[src/rtl/rom_arb_pkg.sv]
// Shared types and defaults for the ROM port arbiter: FSM states, requester ids,
// and the default sound ROM word offset.
package rom_arb_pkg;

   typedef enum logic {
      IDLE,
      WAIT
   } state_t;

   typedef enum logic [1:0] {
      REQ_DL,
      REQ_CPU,
      REQ_SND
   } req_t;

   localparam int          SDRAM_AW     = 23;
   localparam logic [22:0] SND_BASE_DEF = 23'h4000;

endpackage

[src/rtl/rom_port_arbiter_if.sv]
// Toggle-handshake SDRAM port. A transaction starts when sdram_req toggles and is
// complete once sdram_ack equals sdram_req; a/ds/we/d are held stable meanwhile.
interface rom_port_arbiter_if;
   import rom_arb_pkg::*;

   logic                sdram_req;
   logic                sdram_ack;
   logic [SDRAM_AW-1:0] sdram_a;
   logic [1:0]          sdram_ds;
   logic                sdram_we;
   logic [15:0]         sdram_d;
   logic [15:0]         sdram_q;

   modport master (
      output sdram_req, sdram_a, sdram_ds, sdram_we, sdram_d,
      input  sdram_ack, sdram_q
   );

   modport slave (
      input  sdram_req, sdram_a, sdram_ds, sdram_we, sdram_d,
      output sdram_ack, sdram_q
   );

endinterface

[src/rtl/rom_port_cache.sv]
// One-word read cache: tag/word/valid register, miss compare and byte select.
// Invalidate has priority over a fill arriving in the same cycle.
module rom_port_cache
   import rom_arb_pkg::*;
(
   input  logic                clk_sys,
   input  logic                reset_n,
   input  logic                i_inval,
   input  logic                i_fill,
   input  logic [SDRAM_AW-1:0] i_fill_tag,
   input  logic [15:0]         i_fill_word,
   input  logic [SDRAM_AW-1:0] i_req_tag,
   input  logic                i_byte_sel,
   output logic                o_miss,
   output logic                o_hit,
   output logic [7:0]          o_q
);

   logic [SDRAM_AW-1:0] r_tag;
   logic [15:0]         r_word;
   logic                r_valid;

   always_ff @(posedge clk_sys) begin
      if (!reset_n) begin
         r_tag   <= '0;
         r_word  <= 16'hFFFF;
         r_valid <= 1'b0;
      end else if (i_inval) begin
         r_valid <= 1'b0;
      end else if (i_fill) begin
         r_tag   <= i_fill_tag;
         r_word  <= i_fill_word;
         r_valid <= 1'b1;
      end
   end

   assign o_hit  = r_valid && (r_tag == i_req_tag);
   assign o_miss = !o_hit;
   assign o_q    = i_byte_sel ? r_word[15:8] : r_word[7:0];

endmodule

[src/rtl/rom_port_arbiter.sv]
// Shares one toggle-handshake SDRAM port between ROM download, CPU and sound fetch.
// Define SND_PORT_EN to build the sound requester; otherwise snd_q = 8'hFF, snd_valid = 0.
module rom_port_arbiter
   import rom_arb_pkg::*;
#(
   parameter logic [22:0] SND_BASE = SND_BASE_DEF,
   parameter int          CPU_AW   = 15,
   parameter int          SND_AW   = 13
) (
   input  logic              clk_sys,
   input  logic              reset_n,
   input  logic              ioctl_downl,
   input  logic              ioctl_wr,
   input  logic [24:0]       ioctl_addr,
   input  logic [7:0]        ioctl_dout,
   input  logic [CPU_AW-1:0] cpu_addr,
   output logic [7:0]        cpu_q,
   output logic              cpu_valid,
   input  logic [SND_AW-1:0] snd_addr,
   input  logic              snd_vma,
   output logic [7:0]        snd_q,
   output logic              snd_valid,
   output logic              rom_loaded,
   output logic              dl_overrun,
   output state_t            dbg_state,
   rom_port_arbiter_if.master sdram
);

   state_t              r_state;
   req_t                r_owner;
   req_t                r_rr;
   logic                r_req;
   logic                r_we;
   logic [SDRAM_AW-1:0] r_a;
   logic [1:0]          r_ds;
   logic [15:0]         r_d;
   logic                r_wr_d;
   logic                r_downl_d;
   logic                r_rom_loaded;
   logic                r_overrun;
   logic                r_dl_pend;
   logic [SDRAM_AW-1:0] r_dl_a;
   logic [1:0]          r_dl_ds;
   logic [15:0]         r_dl_d;

   logic                w_dl_rise;
   logic                w_done;
   logic                w_cpu_miss;
   logic                w_cpu_hit;
   logic                w_cpu_need;
   logic                w_snd_miss;
   logic                w_snd_need;
   logic [SDRAM_AW-1:0] w_cpu_tag;
   logic [SDRAM_AW-1:0] w_snd_tag;
   logic                w_gnt_any;
   req_t                w_gnt;
   logic [SDRAM_AW-1:0] w_gnt_a;
   logic [1:0]          w_gnt_ds;
   logic                w_gnt_we;
   logic [15:0]         w_gnt_d;

   assign w_dl_rise = ioctl_wr && !r_wr_d;
   assign w_done    = (r_state == WAIT) && (sdram.sdram_ack == r_req);
   assign w_cpu_tag = SDRAM_AW'(cpu_addr[CPU_AW-1:1]);

   rom_port_cache u_cpu_cache (
      .clk_sys     (clk_sys),
      .reset_n     (reset_n),
      .i_inval     (ioctl_downl),
      .i_fill      (w_done && (r_owner == REQ_CPU) && !ioctl_downl),
      .i_fill_tag  (r_a),
      .i_fill_word (sdram.sdram_q),
      .i_req_tag   (w_cpu_tag),
      .i_byte_sel  (cpu_addr[0]),
      .o_miss      (w_cpu_miss),
      .o_hit       (w_cpu_hit),
      .o_q         (cpu_q)
   );

   assign cpu_valid  = w_cpu_hit && !ioctl_downl;
   assign w_cpu_need = w_cpu_miss && !ioctl_downl;

`ifdef SND_PORT_EN
   // snd_vma comes from clk_aud; the address is captured only once vma is synchronized
   logic              r_vma_s1;
   logic              r_vma_s2;
   logic [SND_AW-1:0] r_snd_addr;
   logic              w_snd_hit;

   always_ff @(posedge clk_sys) begin
      if (!reset_n) begin
         r_vma_s1   <= 1'b0;
         r_vma_s2   <= 1'b0;
         r_snd_addr <= '0;
      end else begin
         r_vma_s1 <= snd_vma;
         r_vma_s2 <= r_vma_s1;
         if (r_vma_s2) r_snd_addr <= snd_addr;
      end
   end

   assign w_snd_tag = SND_BASE + SDRAM_AW'(r_snd_addr[SND_AW-1:1]);

   rom_port_cache u_snd_cache (
      .clk_sys     (clk_sys),
      .reset_n     (reset_n),
      .i_inval     (ioctl_downl),
      .i_fill      (w_done && (r_owner == REQ_SND) && !ioctl_downl),
      .i_fill_tag  (r_a),
      .i_fill_word (sdram.sdram_q),
      .i_req_tag   (w_snd_tag),
      .i_byte_sel  (r_snd_addr[0]),
      .o_miss      (w_snd_miss),
      .o_hit       (w_snd_hit),
      .o_q         (snd_q)
   );

   assign snd_valid  = w_snd_hit && !ioctl_downl;
   assign w_snd_need = w_snd_miss && !ioctl_downl;

   logic w_unused_top;
   assign w_unused_top = ioctl_addr[24];
`else
   logic w_unused_snd;
   assign w_unused_snd = ^{snd_vma, snd_addr, ioctl_addr[24], SND_BASE};
   assign w_snd_tag    = '0;
   assign w_snd_miss   = 1'b0;
   assign w_snd_need   = 1'b0;
   assign snd_q        = 8'hFF;
   assign snd_valid    = 1'b0;
`endif

   // Download first; on a two-way read miss r_rr names the requester not served last
   always_comb begin
      w_gnt_any = 1'b0;
      w_gnt     = REQ_DL;
      if (r_dl_pend || w_dl_rise) begin
         w_gnt_any = 1'b1;
         w_gnt     = REQ_DL;
      end else if (w_cpu_need && w_snd_need) begin
         w_gnt_any = 1'b1;
         w_gnt     = r_rr;
      end else if (w_cpu_need) begin
         w_gnt_any = 1'b1;
         w_gnt     = REQ_CPU;
      end else if (w_snd_need) begin
         w_gnt_any = 1'b1;
         w_gnt     = REQ_SND;
      end
   end

   always_comb begin
      w_gnt_a  = '0;
      w_gnt_ds = 2'b11;
      w_gnt_we = 1'b0;
      w_gnt_d  = '0;
      case (w_gnt)
         REQ_DL: begin
            w_gnt_we = 1'b1;
            if (r_dl_pend) begin
               w_gnt_a  = r_dl_a;
               w_gnt_ds = r_dl_ds;
               w_gnt_d  = r_dl_d;
            end else begin
               w_gnt_a  = ioctl_addr[23:1];
               w_gnt_ds = {ioctl_addr[0], !ioctl_addr[0]};
               w_gnt_d  = {ioctl_dout, ioctl_dout};
            end
         end
         REQ_CPU: w_gnt_a = w_cpu_tag;
         REQ_SND: w_gnt_a = w_snd_tag;
         default: w_gnt_a = '0;
      endcase
   end

   always_ff @(posedge clk_sys) begin
      if (!reset_n) begin
         r_state      <= IDLE;
         r_owner      <= REQ_DL;
         r_rr         <= REQ_CPU;
         r_req        <= 1'b0;
         r_we         <= 1'b0;
         r_a          <= '0;
         r_ds         <= '0;
         r_d          <= '0;
         r_wr_d       <= 1'b0;
         r_downl_d    <= 1'b0;
         r_rom_loaded <= 1'b0;
         r_overrun    <= 1'b0;
         r_dl_pend    <= 1'b0;
         r_dl_a       <= '0;
         r_dl_ds      <= '0;
         r_dl_d       <= '0;
      end else begin
         r_wr_d    <= ioctl_wr;
         r_downl_d <= ioctl_downl;
         if (r_downl_d && !ioctl_downl) r_rom_loaded <= 1'b1;

         // An idle FSM issues a fresh byte directly; a busy one parks it in the buffer
         if ((r_state == IDLE) && r_dl_pend) r_dl_pend <= 1'b0;
         if (w_dl_rise) begin
            if (r_dl_pend) begin
               r_overrun <= 1'b1;
            end else if (r_state != IDLE) begin
               r_dl_pend <= 1'b1;
               r_dl_a    <= ioctl_addr[23:1];
               r_dl_ds   <= {ioctl_addr[0], !ioctl_addr[0]};
               r_dl_d    <= {ioctl_dout, ioctl_dout};
            end
         end

         case (r_state)
            IDLE: begin
               if (w_gnt_any) begin
                  r_a     <= w_gnt_a;
                  r_ds    <= w_gnt_ds;
                  r_we    <= w_gnt_we;
                  r_d     <= w_gnt_d;
                  r_req   <= !r_req;
                  r_owner <= w_gnt;
                  if (w_gnt == REQ_CPU) r_rr <= REQ_SND;
                  else if (w_gnt == REQ_SND) r_rr <= REQ_CPU;
                  r_state <= WAIT;
               end
            end
            WAIT: begin
               if (w_done) r_state <= IDLE;
            end
            default: r_state <= IDLE;
         endcase
      end
   end

   assign sdram.sdram_req = r_req;
   assign sdram.sdram_a   = r_a;
   assign sdram.sdram_ds  = r_ds;
   assign sdram.sdram_we  = r_we;
   assign sdram.sdram_d   = r_d;
   assign rom_loaded      = r_rom_loaded;
   assign dl_overrun      = r_overrun;
   assign dbg_state       = r_state;

endmodule

[src/flat_wrapper.sv]
// flat-port wrapper written by rule: the top's interface ports become plain ports
module rom_port_arbiter_flat import rom_arb_pkg::*;
#(
   parameter logic [22:0] SND_BASE = SND_BASE_DEF,
   parameter int          CPU_AW   = 15,
   parameter int          SND_AW   = 13
)
  (clk_sys, reset_n, ioctl_downl, ioctl_wr, ioctl_addr, ioctl_dout, cpu_addr, cpu_q, cpu_valid, snd_addr, snd_vma, snd_q, snd_valid, rom_loaded, dl_overrun, dbg_state, sdram_sdram_req, sdram_sdram_a, sdram_sdram_ds, sdram_sdram_we, sdram_sdram_d, sdram_sdram_ack, sdram_sdram_q);
  rom_port_arbiter_if sdram_i ();
  input  logic clk_sys;
  input  logic reset_n;
  input  logic ioctl_downl;
  input  logic ioctl_wr;
  input  logic [24:0] ioctl_addr;
  input  logic [7:0] ioctl_dout;
  input  logic [CPU_AW-1:0] cpu_addr;
  output logic [7:0] cpu_q;
  output logic cpu_valid;
  input  logic [SND_AW-1:0] snd_addr;
  input  logic snd_vma;
  output logic [7:0] snd_q;
  output logic snd_valid;
  output logic rom_loaded;
  output logic dl_overrun;
  output state_t dbg_state;
  output wire logic [$bits(sdram_i.sdram_req)-1:0] sdram_sdram_req;
  output wire logic [$bits(sdram_i.sdram_a)-1:0] sdram_sdram_a;
  output wire logic [$bits(sdram_i.sdram_ds)-1:0] sdram_sdram_ds;
  output wire logic [$bits(sdram_i.sdram_we)-1:0] sdram_sdram_we;
  output wire logic [$bits(sdram_i.sdram_d)-1:0] sdram_sdram_d;
  input wire logic [$bits(sdram_i.sdram_ack)-1:0] sdram_sdram_ack;
  input wire logic [$bits(sdram_i.sdram_q)-1:0] sdram_sdram_q;
  assign sdram_sdram_req = sdram_i.sdram_req;
  assign sdram_sdram_a = sdram_i.sdram_a;
  assign sdram_sdram_ds = sdram_i.sdram_ds;
  assign sdram_sdram_we = sdram_i.sdram_we;
  assign sdram_sdram_d = sdram_i.sdram_d;
  assign sdram_i.sdram_ack = sdram_sdram_ack;
  assign sdram_i.sdram_q = sdram_sdram_q;
  rom_port_arbiter #(.SND_BASE(SND_BASE), .CPU_AW(CPU_AW), .SND_AW(SND_AW)) u_core (.clk_sys(clk_sys), .reset_n(reset_n), .ioctl_downl(ioctl_downl), .ioctl_wr(ioctl_wr), .ioctl_addr(ioctl_addr), .ioctl_dout(ioctl_dout), .cpu_addr(cpu_addr), .cpu_q(cpu_q), .cpu_valid(cpu_valid), .snd_addr(snd_addr), .snd_vma(snd_vma), .snd_q(snd_q), .snd_valid(snd_valid), .rom_loaded(rom_loaded), .dl_overrun(dl_overrun), .dbg_state(dbg_state), .sdram(sdram_i));
endmodule
[config.mk]
export PLATFORM = sky130hd
export DESIGN_NAME = rom_port_arbiter_flat
export DESIGN_NICKNAME = d
export VERILOG_FILES = /design/src/rtl/rom_arb_pkg.sv /design/src/rtl/rom_port_arbiter_if.sv /design/src/rtl/rom_port_cache.sv /design/src/rtl/rom_port_arbiter.sv /design/src/flat_wrapper.sv
export SDC_FILE = /design/constraint.sdc
export NUM_CORES = 1
export LEC_CHECK = 0
export ABC_CLOCK_PERIOD_IN_PS = 2000
export BUFFER_PORTS_ARGS = -buffer_cell sky130_fd_sc_hd__buf_4
export CAP_MARGIN = 20
export CORE_ASPECT_RATIO = 0.75
export CORE_MARGIN = 2
export CORE_UTILIZATION = 35
export CTS_CLUSTER_DIAMETER = 120
export DETAILED_ROUTE_END_ITERATION = 10
export PLACE_DENSITY_LB_ADDON = 0.15
export SYNTH_ARGS = -nofsm -noshare
export SYNTH_HDL_FRONTEND = slang
export SYNTH_SLANG_ARGS = --single-unit
export TNS_END_PERCENT = 30
[constraint.sdc]
create_clock -name clk_sys -period 2 [get_ports clk_sys]
set_input_delay 0.1 -clock clk_sys [delete_from_list [all_inputs] [get_ports clk_sys]]
set_output_delay 0.1 -clock clk_sys [all_outputs]
set_load 0.02 [all_outputs]
==> results of run 1 <==
[repair_timing]
action,CTS,global route
buffers inserted,0,0
endpoints found under the hold margin,65,0
gates resized for setup,2,3
pin swaps,0,4
hold buffers,64,0
setup endpoints to repair,15,6
[cell families (layout without fill, tap and decap cells)]
kind of cell | after synthesis | in the layout | synth area share
muxes | 40 | 40 | 0.0848
other | 2 | 9 | 0.00149
AOI/OAI and AO/OA | 119 | 119 | 0.166
xor gates and xnor gates | 15 | 15 | 0.0260
DFF | 115 | 115 | 0.456
buffers and inverters | 63 | 246 | 0.0652
and+or+nand+nor | 236 | 236 | 0.201
[critical path, delay by kind of cell]
family / cells / cell delay [ns]
AO/OA/AOI/OAI: 1 / 0.15
XOR/XNOR: 1 / 0.24
buffers and inverters: 3 / 0.88
AND/OR/NAND/NOR: 3 / 0.99
[power breakdown]
part,total (mW),internal (mW),switching [mW]
clock network,3.18,2.14,1.04
logic,1.27,0.589,0.678
registers,2.57,2.45,0.125
[how the worst max path moves through the flow]
stage                                 start                        to  slack (ns)  depth (start not counted)
2_1_floorplan  u_core.u_cpu_cache.r_tag[22]   u_core.sdram.sdram_a[0]        0.01                          6
3_3_place_gp   u_core.u_cpu_cache.r_tag[22]   u_core.sdram.sdram_a[6]      -0.008                          5
3_5_place_dp   u_core.u_cpu_cache.r_tag[22]  u_core.sdram.sdram_a[10]       -0.04                          5
4_1_cts        u_core.u_cpu_cache.r_tag[15]                 cpu_valid       -0.01                          5
5_1_grt        u_core.u_cpu_cache.r_tag[15]                 cpu_valid       -0.07                          5
6_report                        cpu_addr[5]   u_core.sdram.sdram_a[0]       -0.02                          8
[routing by layer]
metal	global-route usage	wire length (µm)
met2	0.295	6520
met3	0.0593	887
met5	0	0
met1	0.252	6810
met4	0.0672	223
[area by class of cell]
class,instances,area share
inverter,5,0.00253
clock inverter,10,0.0209
clock buffer,22,0.0626
timing repair buffer,209,0.238
multi-input combinational,419,0.335
sequential,115,0.311
tap,175,0.0296
[layout by cell type, fill, tap and decap left out, drive strengths merged, types with 3 or more instances in the layout]
cell / instances
a21oi: 63
xnor2: 12
mux2: 22
inv: 5
clkinv: 4
mux2i: 18
nand2: 147
a211oi: 17
nor2: 43
nor3: 6
nor4: 3
a221oi: 3
nand4: 3
bufinv: 4
conb: 9
and3: 4
a22oi: 14
clkbuf: 22
nand3: 22
buf: 145
xor2: 3
dlygate4sd3: 64
dfxtp: 115
a221o: 14
a31o: 3
[flip-flops by register name, indices dropped and copies added, names as in the netlist, 2 cells and up]
name / count
u_core.sdram.sdram_d: 8
u_core.u_cpu_cache.r_tag: 23
u_core.sdram.sdram_a: 23
u_core.u_cpu_cache.r_word: 16
u_core.sdram.sdram_ds: 2
u_core.r_dl_ds: 2
u_core.r_dl_a: 23
u_core.r_dl_d: 8
[metrics by stage]
stage,std cells,setup WS (ns),setup TNS (ns)
finish,955,-0.0244,-0.0898
global route,955,-0.0663,-0.154
CTS,955,-0.00961,-0.00961
detailed placement,859,-0.0425,-0.496
global placement,859,-0.00836,-0.0890
floorplan,597,0.0126,0
==> metrics.md, run 1 <==
| Metric | Value |
|---|---|
| CP max stage delay | `0.53 ns` |
| RD Place Congestion | `approximately 0.85` |
| Max Cap Viol | `0` |
| CTS tree | `built` |
| Num rows | `37` |
| Ys flop type | `dfxtp_1` |
| Worst EP arrival | `2.37 ns` |
| Largest net degree at the start of global routing | `56` |
| Synth warn | `0` |
| Worst Path Required | `between 2 and 2.5 ns` |
| Pwr dens | `948 nW/µm²` |
| Clk_skew | `a little over 0.007 ns` |
| Grt total ovfl | `0` |
| Later-pin clock latency in the skew report | `~0.40 ns` |
| First DRT Iteration DRCs | `between 400 and 500` |
| Syn Inst Count | `590` |
| CP Class | `in -> reg` |
| Reg2reg start | `u_core.u_cpu_cache.r_tag[4]` |
| Register area | `roughly 2300 µm²` |
| Hold Startpoint | `reset_n` |
| Wirelength per Cell | `approximately 15 µm` |
| Die Height | `between 100 and 150 µm` |
| Fin crit period | `between 2 and 2.5 ns` |
| Power Total | `7.02 mW` |
| Failing checks | `negative setup slack` |
| Hold path depth | `3` |
| # port buffers | `122` |
| Die Area | `15400 µm²` |
| Final Hold Fails | `0` |
| Worst hold-check path type | `in -> reg` |
| # fillers | `between 1000 and 1500` |
| First-pass DRT Iterations | `5` |
| Slowest-stage cell, CP | `dlygate4sd3_1` |
| Synth top area share | `0.456` |
| DRC Markers | `0` |
| Max Freq | `a little under 0.5 GHz` |
| Unrepaired setup endpoints after global routing | `yes` |
| Reg2reg path depth | `6` |
| Proportion of layout cells with a drive suffix above 1 | `0.285` |
| Top post-synthesis cells by count | `nand2_1 (147), dfxtp_1 (115), a21oi_1 (61)` |
| Largest cells by area after synthesis | `dfxtp_1 (46%), nand2_1 (11%), a21oi_1 (6.0%)` |
| Gr usage total | `0.191` |
| Nets | `850` |
| Synth cell types | `45` |
| DRT antenna net count | `0` |
| Io pins | `147` |
| Via count | `about 4700` |
| Initial antenna violation count | `0` |
| WHS | `around 0.17 ns` |
| Sequential share of the synthesized area | `0.456` |
| Root Buffer Master | `clkbuf_16` |
| Final core utilization | `0.534` |
| Die Wd | `about 140 µm` |
| Synth area leader | `dfxtp_1` |
| Synthesized cell area | `between 5000 and 6000 µm²` |
| N_diodes | `0` |
| Clock sink count | `approximately 120` |
| Multi-input gate area | `~2500 µm²` |
| Worst Max-Slew Pin Slew | `between 0.5 and 0.6 ns` |
| Crit-path most repeated cell | `buf_4` |
| Drt total wl | `approximately 14000 µm` |
| Count leader, synth | `nand2_1` |
| Htree depth | `4` |
| Final Setup Violations | `9` |
| Crit path max fanout | `8` |
| FFs w/ async S/R, synth | `0` |
| Post-layout instance area | `around 7400 µm²` |
| Leak | `2.99 nW` |
| Starting Density | `0.364` |
| Critical Path Start Type | `primary input` |
| First-pass GRT wire length | `approximately 23000 µm` |
| Maximum clock path buffer count | `2` |
| Clock transition at the registers of the reported paths | `roughly 0.050 ns` |
| Run status | `finished with violations` |
| Worst-path cell chain | `dlygate4sd3_1 -> buf_4 -> xnor2_1 -> nand4_1 -> or3_1 -> nor3_2 -> buf_4 -> a221o_1` |
| CORE AREA | `~14000 µm²` |
| Vias per cell | `around 4.9` |
| Setup crit end kind | `flip-flop` |
| Min-Delay Endpoint | `u_core.u_cpu_cache.r_word[12]` |
| Vias in the first global route | `4488` |
| Area of placed instances | `about 6100 µm²` |
| Max VDD drop | `0.000594 V` |
| Avg Inst Size Synth | `about 8.6 µm²` |
| Rel. slew slack | `0.618` |
| EDFF count, synth | `0` |
| Setup ws final | `-0.0244 ns` |
| R2r setup slk | `0.01 ns` |
| R2R Path End | `u_core.sdram.sdram_a[0]` |
| Final period util | `1.01` |
| Area grow syn2layout | `46.8%` |
| Post-synthesis register bit count | `approximately 120` |
| Inserted Clock Buffers | `17` |
| Fin. max-slew vios | `0` |
| Dpl hpwl | `9630 µm` |
No activity file was read; power rests on OpenSTA's default activity.
==> run 2: changes to the inputs <==
--- a/config.mk
+++ b/config.mk
@@ -5,7 +5,7 @@
 export SDC_FILE = /design/constraint.sdc
 export NUM_CORES = 1
 export LEC_CHECK = 0
-export ABC_CLOCK_PERIOD_IN_PS = 2000
+export ABC_CLOCK_PERIOD_IN_PS = 2400
 export BUFFER_PORTS_ARGS = -buffer_cell sky130_fd_sc_hd__buf_4
 export CAP_MARGIN = 20
 export CORE_ASPECT_RATIO = 0.75
==> constraint.sdc (replaced) <==
create_clock -name clk_sys -period 2.4 [get_ports clk_sys]
set_input_delay 0.12 -clock clk_sys [delete_from_list [all_inputs] [get_ports clk_sys]]
set_output_delay 0.12 -clock clk_sys [all_outputs]
set_load 0.02 [all_outputs]
==> run 2 against run 1 <==
Net effect: the run now ends clean; hold slack lost 0.13 ns; highest routed layer unchanged; critical path depth shrank 3; clock power shrank 24%; wire length shrank 1.3%; non-clock buffer count shrank 11; clock skew is essentially flat; total power shrank 20%; clock-buffer cell count shrank 4; critical path type is now reg -> out; register-to-register slack gained 0.25 ns; sequential share of layout area grew 0.73 points.
==> metrics.md, run 2 (synthesized netlist as in run 1, its figures left out) <==
| Metric | Value |
|---|---|
| Proportion of layout cells with a drive suffix above 1 | `0.276 (-0.00893)` |
| Worst Max-Slew Pin Slew | `0.609 ns (+0.0367 ns)` |
| Worst-path cell chain | `or4_4 -> nor4_4 -> nand3_1 -> nor2_1 -> buf_4` |
| Leading cell type in the layout, fill and taps excluded | `nand2_1` |
| Die Area | `15400 µm² (unchanged)` |
| Worst Path Required | `2.28 ns (-0.06 ns)` |
| Initial antenna violation count | `0 (unchanged)` |
| Maximum clock path buffer count | `2 (unchanged)` |
| Largest net degree at the start of global routing | `49 (-13%)` |
| Io pins | `147 (unchanged)` |
| Vias per cell | `4.95 (about the same)` |
| Grt total ovfl | `0 (unchanged)` |
| Final Hold Fails | `0 (unchanged)` |
| DRT antenna net count | `0 (unchanged)` |
| Final core utilization | `0.521 (-0.0123)` |
| CORE AREA | `13900 µm² (unchanged)` |
| Clock sink count | `115 (unchanged)` |
| RD Place Congestion | `0.859 (+1.0%)` |
| Max Cap Viol | `0 (unchanged)` |
| Sw Share | `0.281 (+0.0179)` |
| Fin crit period | `between 2 and 2.5 ns` |
| Setup Fix Bufs, Post-CTS | `0 (unchanged)` |
| Area grow syn2layout | `43.4%` |
| Nets | `839 (-1.3%)` |
| Clock transition at the registers of the reported paths | `0.06 ns (about the same)` |
| Crit path max fanout | `5 (-3)` |
| Slowest-stage cell, CP | `or4_4` |
| Num rows | `37 (unchanged)` |
| Via count | `4673 (-1.1%)` |
| First-pass GRT wire length | `22900 µm (+0.79%)` |
| Gr usage total | `0.190 (-0.000701)` |
| DRC Markers | `0 (unchanged)` |
| Vias in the first global route | `4489 (+0.022%)` |
| Root Buffer Master | `clkbuf_16` |
| Dpl cells | `848 (-1.3%)` |
| Final Setup Violations | `0 (-9)` |
| Leak | `2.89 nW (-3.0%)` |
| Clk_skew | `0.00753 ns (+0.000455 ns)` |
| Wirelength per Cell | `15.1 µm (-0.14%)` |
| Combinational share of power | `0.179 (-0.002)` |
| Clock network power share | `0.434 (-0.019)` |
| CTS tree | `built` |
| Htree depth | `4 (unchanged)` |
| First DRT Iteration DRCs | `279 (-31%)` |
| Run status | `completed` |
| Dpl ws | `0.247 ns (+0.289 ns)` |
| Finished Layout Cells | `944 (-1.2%)` |
| Area of placed instances | `6020 µm² (-1.6%)` |
| Sequential share of power | `0.387 (+0.021)` |
| Setup crit end kind | `output port` |
| CP Class | `reg -> out` |
| Post-layout instance area | `7240 µm² (-2.3%)` |
| Die Wd | `143 µm (unchanged)` |
| Power Total | `5.59 mW (-20%)` |
| Setup ws final | `0.174 ns (+0.199 ns)` |
| # port buffers | `122 (unchanged)` |
| Later-pin clock latency in the skew report | `0.41 ns (about the same)` |
| Switching power | `1.57 mW (-15%)` |
| Critical Path Start Type | `flip-flop` |
| Final period util | `0.927` |
| Inserted Clock Buffers | `17 (unchanged)` |
| Rel. slew slack | `0.594 (-0.0236)` |
| N_diodes | `0 (unchanged)` |
| Worst EP arrival | `2.11 ns (-0.26 ns)` |
| Drt total wl | `14300 µm (-1.3%)` |
| Pwr dens | `772 nW/µm² (-19%)` |
| Starting Density | `0.364 (unchanged)` |
| Max Freq | `approximately 0.45 GHz` |
| CP max stage delay | `0.56 ns (+0.03 ns)` |
| First-pass DRT Iterations | `4 (-1)` |
| Worst hold-check path type | `in -> reg` |
| Internal power | `4.02 mW (-22%)` |
| Die Height | `108 µm (unchanged)` |
| WHS | `0.0379 ns (-0.133 ns)` |
| Most frequent cells in the layout | `nand2_1 (147), buf_4 (132), dfxtp_1 (114)` |
| Fin. max-slew vios | `0 (unchanged)` |
| Setup TNS | `0 ns (+0.0898 ns)` |
| Unrepaired setup endpoints after global routing | `no` |
| Dpl hpwl | `9280 µm (-3.6%)` |
| Max VDD drop | `0.000472 V (-21%)` |
| R2r setup slk | `0.26 ns (+0.25 ns)` |
## run 2: final timing paths
| path | startpoint | endpoint | cells past startpoint |
|---|---|---|---|
| max | u_core.u_cpu_cache.r_tag[15] | cpu_valid | 5 |
| min | reset_n | u_core.u_cpu_cache.r_word[2] | 2 |
| max reg2reg | u_core.u_cpu_cache.r_tag[15] | u_core.sdram.sdram_a[0] | 5 |
| min reg2reg | u_core.u_cpu_cache.r_tag[19] | u_core.u_cpu_cache.r_tag[19] | 2 |
## run 2: per-layer routing
metal,global-route usage,up-vias,routed length [µm]
met5,0,-,0
met1,0.257,2202,6790
met3,0.0514,17,809
li1,-,2336,-
met4,0.0636,0,205
met2,0.295,118,6450
## run 2: worst max-delay path, delay by kind of cell, from the launching register on
family / cells / cell delay (ns)
buffers and inverters: 1 / 0.15
flip-flops: 1 / 0.31
AND/OR/NAND/NOR: 4 / 1.24
## run 2: layout make-up
class                   instances  area [µm²]
fillers                      1281        6650
multi-input cells             419        2460
clock inverters                14         139
well taps                     175         219
repair buffers                198        1670
flip-flops and latches        115        2300
inverters                       5        18.8
clock buffers                  18         429
## run 2: timing repair
item                                    4_1_cts  5_1_grt
hold endpoints to repair                     64        0
hold buffers                                 64        0
resized for setup                             0        1
endpoints found under the setup margin        0        1
## run 2: power by group through the flow
stage	clock, mW	combinational, mW	sequential (mW)
2_1_floorplan	0	0.493	2.25
3_3_place_gp	0	0.903	2.19
3_5_place_dp	0	0.922	2.20
4_1_cts	2.48	1.01	2.16
5_1_grt	2.57	1.09	2.18
6_report	2.43	1.00	2.16
==> run 3: changes to the inputs <==
--- a/config.mk
+++ b/config.mk
@@ -5,13 +5,15 @@
 export SDC_FILE = /design/constraint.sdc
 export NUM_CORES = 1
 export LEC_CHECK = 0
-export ABC_CLOCK_PERIOD_IN_PS = 2400
+export ABC_CLOCK_PERIOD_IN_PS = 1800
 export BUFFER_PORTS_ARGS = -buffer_cell sky130_fd_sc_hd__buf_4
 export CAP_MARGIN = 20
 export CORE_ASPECT_RATIO = 0.75
 export CORE_MARGIN = 2
 export CORE_UTILIZATION = 35
+export CTS_BUF_LIST = sky130_fd_sc_hd__clkbuf_8
 export CTS_CLUSTER_DIAMETER = 120
+export CTS_CLUSTER_SIZE = 8
 export DETAILED_ROUTE_END_ITERATION = 10
 export PLACE_DENSITY_LB_ADDON = 0.15
 export SYNTH_ARGS = -nofsm -noshare
==> constraint.sdc (replaced) <==
create_clock -name clk_sys -period 1.8 [get_ports clk_sys]
set_input_delay 0.09 -clock clk_sys [delete_from_list [all_inputs] [get_ports clk_sys]]
set_output_delay 0.09 -clock clk_sys [all_outputs]
set_load 0.02 [all_outputs]
==> run 3 against run 2 <==
Net effect: the run now ends with negative setup slack left; clock skew is 0.0064 ns higher; final area increased by 2.3%; sequential power rose by 32%; critical path depth rose by 4; hold slack gained 0.092 ns; sequential share of layout area down 0.67 points; die area stayed put; wire length rose by 4.1%; total power up 22%; cell count rose by 2.4%; critical path type is now reg -> reg; largest cell class unchanged.
==> metrics.md, run 3 (synthesized netlist as in run 1, its figures left out) <==
| Metric | Value |
|---|---|
| Nets | `863 (+2.9%)` |
| Sw Share | `0.289 (+0.00870)` |
| Htree depth | `4 (unchanged)` |
| Switching power | `1.97 mW (+25%)` |
| Fin crit period | `2.06 ns` |
| R2R Path End | `u_core.sdram.sdram_a[15]` |
| Num rows | `37 (unchanged)` |
| Setup ws final | `-0.262 ns (-0.436 ns)` |
| Later-pin clock latency in the skew report | `0.44 ns (+0.03 ns)` |
| Clock transition at the registers of the reported paths | `0.07 ns (about the same)` |
| Wire length on met1 | `6830 µm (+0.47%)` |
| Setup TNS | `-6.69 ns (-6.69 ns)` |
| Die Height | `108 µm (unchanged)` |
| First-pass GRT wire length | `23200 µm (+1.4%)` |
| Grt total ovfl | `0 (unchanged)` |
| Rel. slew slack | `0.660 (+0.0663)` |
| First DRT Iteration DRCs | `319 (+14%)` |
| Wire length on met3 | `1010 µm (+25%)` |
| Leading cell type in the layout, fill and taps excluded | `buf_4` |
| Initial antenna violation count | `0 (unchanged)` |
| N_diodes | `0 (unchanged)` |
| Max layer used | `met4` |
| Final Setup Violations | `36 (+36)` |
| Metal2 WL | `6860 µm (+6.3%)` |
| Crit path max fanout | `18 (+13)` |
| Fin. max-slew vios | `0 (unchanged)` |
| Area grow syn2layout | `46.7%` |
| Worst hold-check path type | `in -> reg` |
| Wirelength per Cell | `15.3 µm (+1.6%)` |
| Area of placed instances | `6180 µm² (+2.7%)` |
| Combinational share of power | `0.220 (+0.041)` |
| # port buffers | `122 (unchanged)` |
| Most frequent cells in the layout | `buf_4 (148), nand2_1 (146), dfxtp_1 (111)` |
| # fillers | `1288 (+0.55%)` |
| Hold path depth | `4 (+2)` |
| RD Place Congestion | `0.869 (+1.1%)` |
| Max Cap Viol | `0 (unchanged)` |
| Setup crit end kind | `flip-flop` |
| Reg2reg path depth | `9 (+4)` |
| Leak | `2.99 nW (+3.4%)` |
| Run status | `finished with violations` |
| Worst EP arrival | `2.41 ns (+0.30 ns)` |
| Maximum clock path buffer count | `2 (unchanged)` |
| Drt total wl | `14800 µm (+4.1%)` |
| CP Class | `reg -> reg` |
| CORE AREA | `13900 µm² (unchanged)` |
| Proportion of layout cells with a drive suffix above 1 | `0.316 (+0.0400)` |
| Unrepaired setup endpoints after global routing | `yes` |
| Final core utilization | `0.533 (+0.0122)` |
| Gr usage total | `0.197 (+0.00710)` |
| Vias in the first global route | `4613 (+2.8%)` |
| Min-Delay Endpoint | `u_core.dbg_state` |
| Die Area | `15400 µm² (unchanged)` |
| Critical Path Start Type | `flip-flop` |
| Final period util | `1.15` |
| DRT antenna net count | `0 (unchanged)` |
| Clock network power share | `0.360 (-0.074)` |
| Die Wd | `143 µm (unchanged)` |
| Max VDD drop | `0.000536 V (+14%)` |
| R2r setup slk | `-0.26 ns (-0.52 ns)` |
| Post-layout instance area | `7410 µm² (+2.3%)` |
| Dpl hpwl | `9760 µm (+5.1%)` |
| Inserted Clock Buffers | `17 (unchanged)` |
| Root Buffer Master | `clkbuf_8` |
| Sequential share of power | `0.420 (+0.033)` |
| Clock sink count | `115 (unchanged)` |
| Vias per cell | `4.89 (-1.3%)` |
| Via count | `4727 (+1.2%)` |
| Max Freq | `around 0.48 GHz` |
| First-pass DRT Iterations | `5 (+1)` |
| Failing checks | `negative setup slack` |
| Largest net degree at the start of global routing | `43 (-12%)` |
| Pwr dens | `918 nW/µm² (+19%)` |
| Internal power | `4.83 mW (+20%)` |
| Reg2reg start | `u_core.u_cpu_cache.r_tag[14]` |
| Io pins | `147 (unchanged)` |
| Power Total | `6.80 mW (+22%)` |
| Hold Startpoint | `sdram_sdram_ack` |
| Worst Path Required | `2.15 ns (-0.13 ns)` |
| Worst Max-Slew Pin Slew | `0.508 ns (-0.101 ns)` |
| Final Hold Fails | `0 (unchanged)` |
| CTS tree | `built` |
| DRC Markers | `0 (unchanged)` |
| Starting Density | `0.364 (unchanged)` |
| Clk_skew | `0.0139 ns (+0.00638 ns)` |
## run 3: cell types whose count changed in the layout (fill, tap and decap cells not counted), moves of 3 or more
cell,delta
clkbuf_8,+19
clkbuf_16,-17
buf_4,+16
a211oi_1,-8
a211oi_2,+8
buf_6,+4
buf_12,+3
dfxtp_1,-3
dfxtp_2,+3
## run 3: layer usage
metal  vias up  track usage
li1       2382            -
met2       141        0.318
met1      2194        0.252
met4         0       0.0736
met3        10       0.0567
met5         -            0
## run 3: final cells by class
class | count | area, µm² | share of cell area
flip-flops and latches | 115 | 2310 | 0.311
inverters | 5 | 18.8 | 0.00253
repair buffers | 221 | 1890 | 0.255
well taps | 175 | 219 | 0.0296
clock buffers | 19 | 262 | 0.0353
clock inverters | 12 | 139 | 0.0187
multi-input cells | 420 | 2580 | 0.348
## run 3: worst max-delay path by stage
stage	slack, ns	depth (start not counted)	from	to
final	-0.26	9	u_core.u_cpu_cache.r_tag[14]	u_core.sdram.sdram_a[15]
after global routing	-0.35	5	u_core.u_cpu_cache.r_tag[14]	cpu_valid
after detailed placement	-0.15	5	u_core.u_cpu_cache.r_tag[18]	u_core.sdram.sdram_a[5]
after global placement	-0.08	5	u_core.u_cpu_cache.r_tag[18]	u_core.sdram.sdram_a[5]
after CTS	-0.22	5	u_core.u_cpu_cache.r_tag[19]	cpu_valid
after floorplan	-0.06	6	u_core.u_cpu_cache.r_tag[18]	u_core.sdram.sdram_a[0]
## run 3: worst max-delay path, cell delays in order (launching register included)
cell and delay (ns):
dfxtp_2 0.32, or4b_4 0.54, buf_6 0.14, nor3_4 0.17, buf_6 0.13, buf_4 0.10, and3_4 0.17, a21oi_2 0.07
buf_12 0.17, a211oi_2 0.15
## run 3: timing repair
| action | in CTS | in global routing |
|---|---|---|
| hold buffers | 65 | 0 |
| resized for setup | 6 | 24 |
| cloned | 2 | 0 |
| endpoints found under the setup margin | 26 | 37 |
| setup buffers | 4 | 1 |
| pin swaps | 11 | 5 |
| endpoints found under the hold margin | 70 | 0 |
## run 3: per-stage QoR
stage	cells	hold WS, ns	setup WS (ns)
floorplan	597	0.169	-0.0618
global placement	864	0.300	-0.0836
detailed placement	864	0.305	-0.152
CTS	966	0.103	-0.218
global route	967	0.107	-0.350
finish	967	0.130	-0.262
## run 3: power groups by stage
stage	Combinational, mW	Sequential [mW]	Clock (mW)
after global routing	1.62	2.88	2.63
final	1.50	2.85	2.45
after detailed placement	1.32	2.91	0
after global placement	1.31	2.90	0
after CTS	1.45	2.85	2.51
after floorplan	0.659	3.00	0
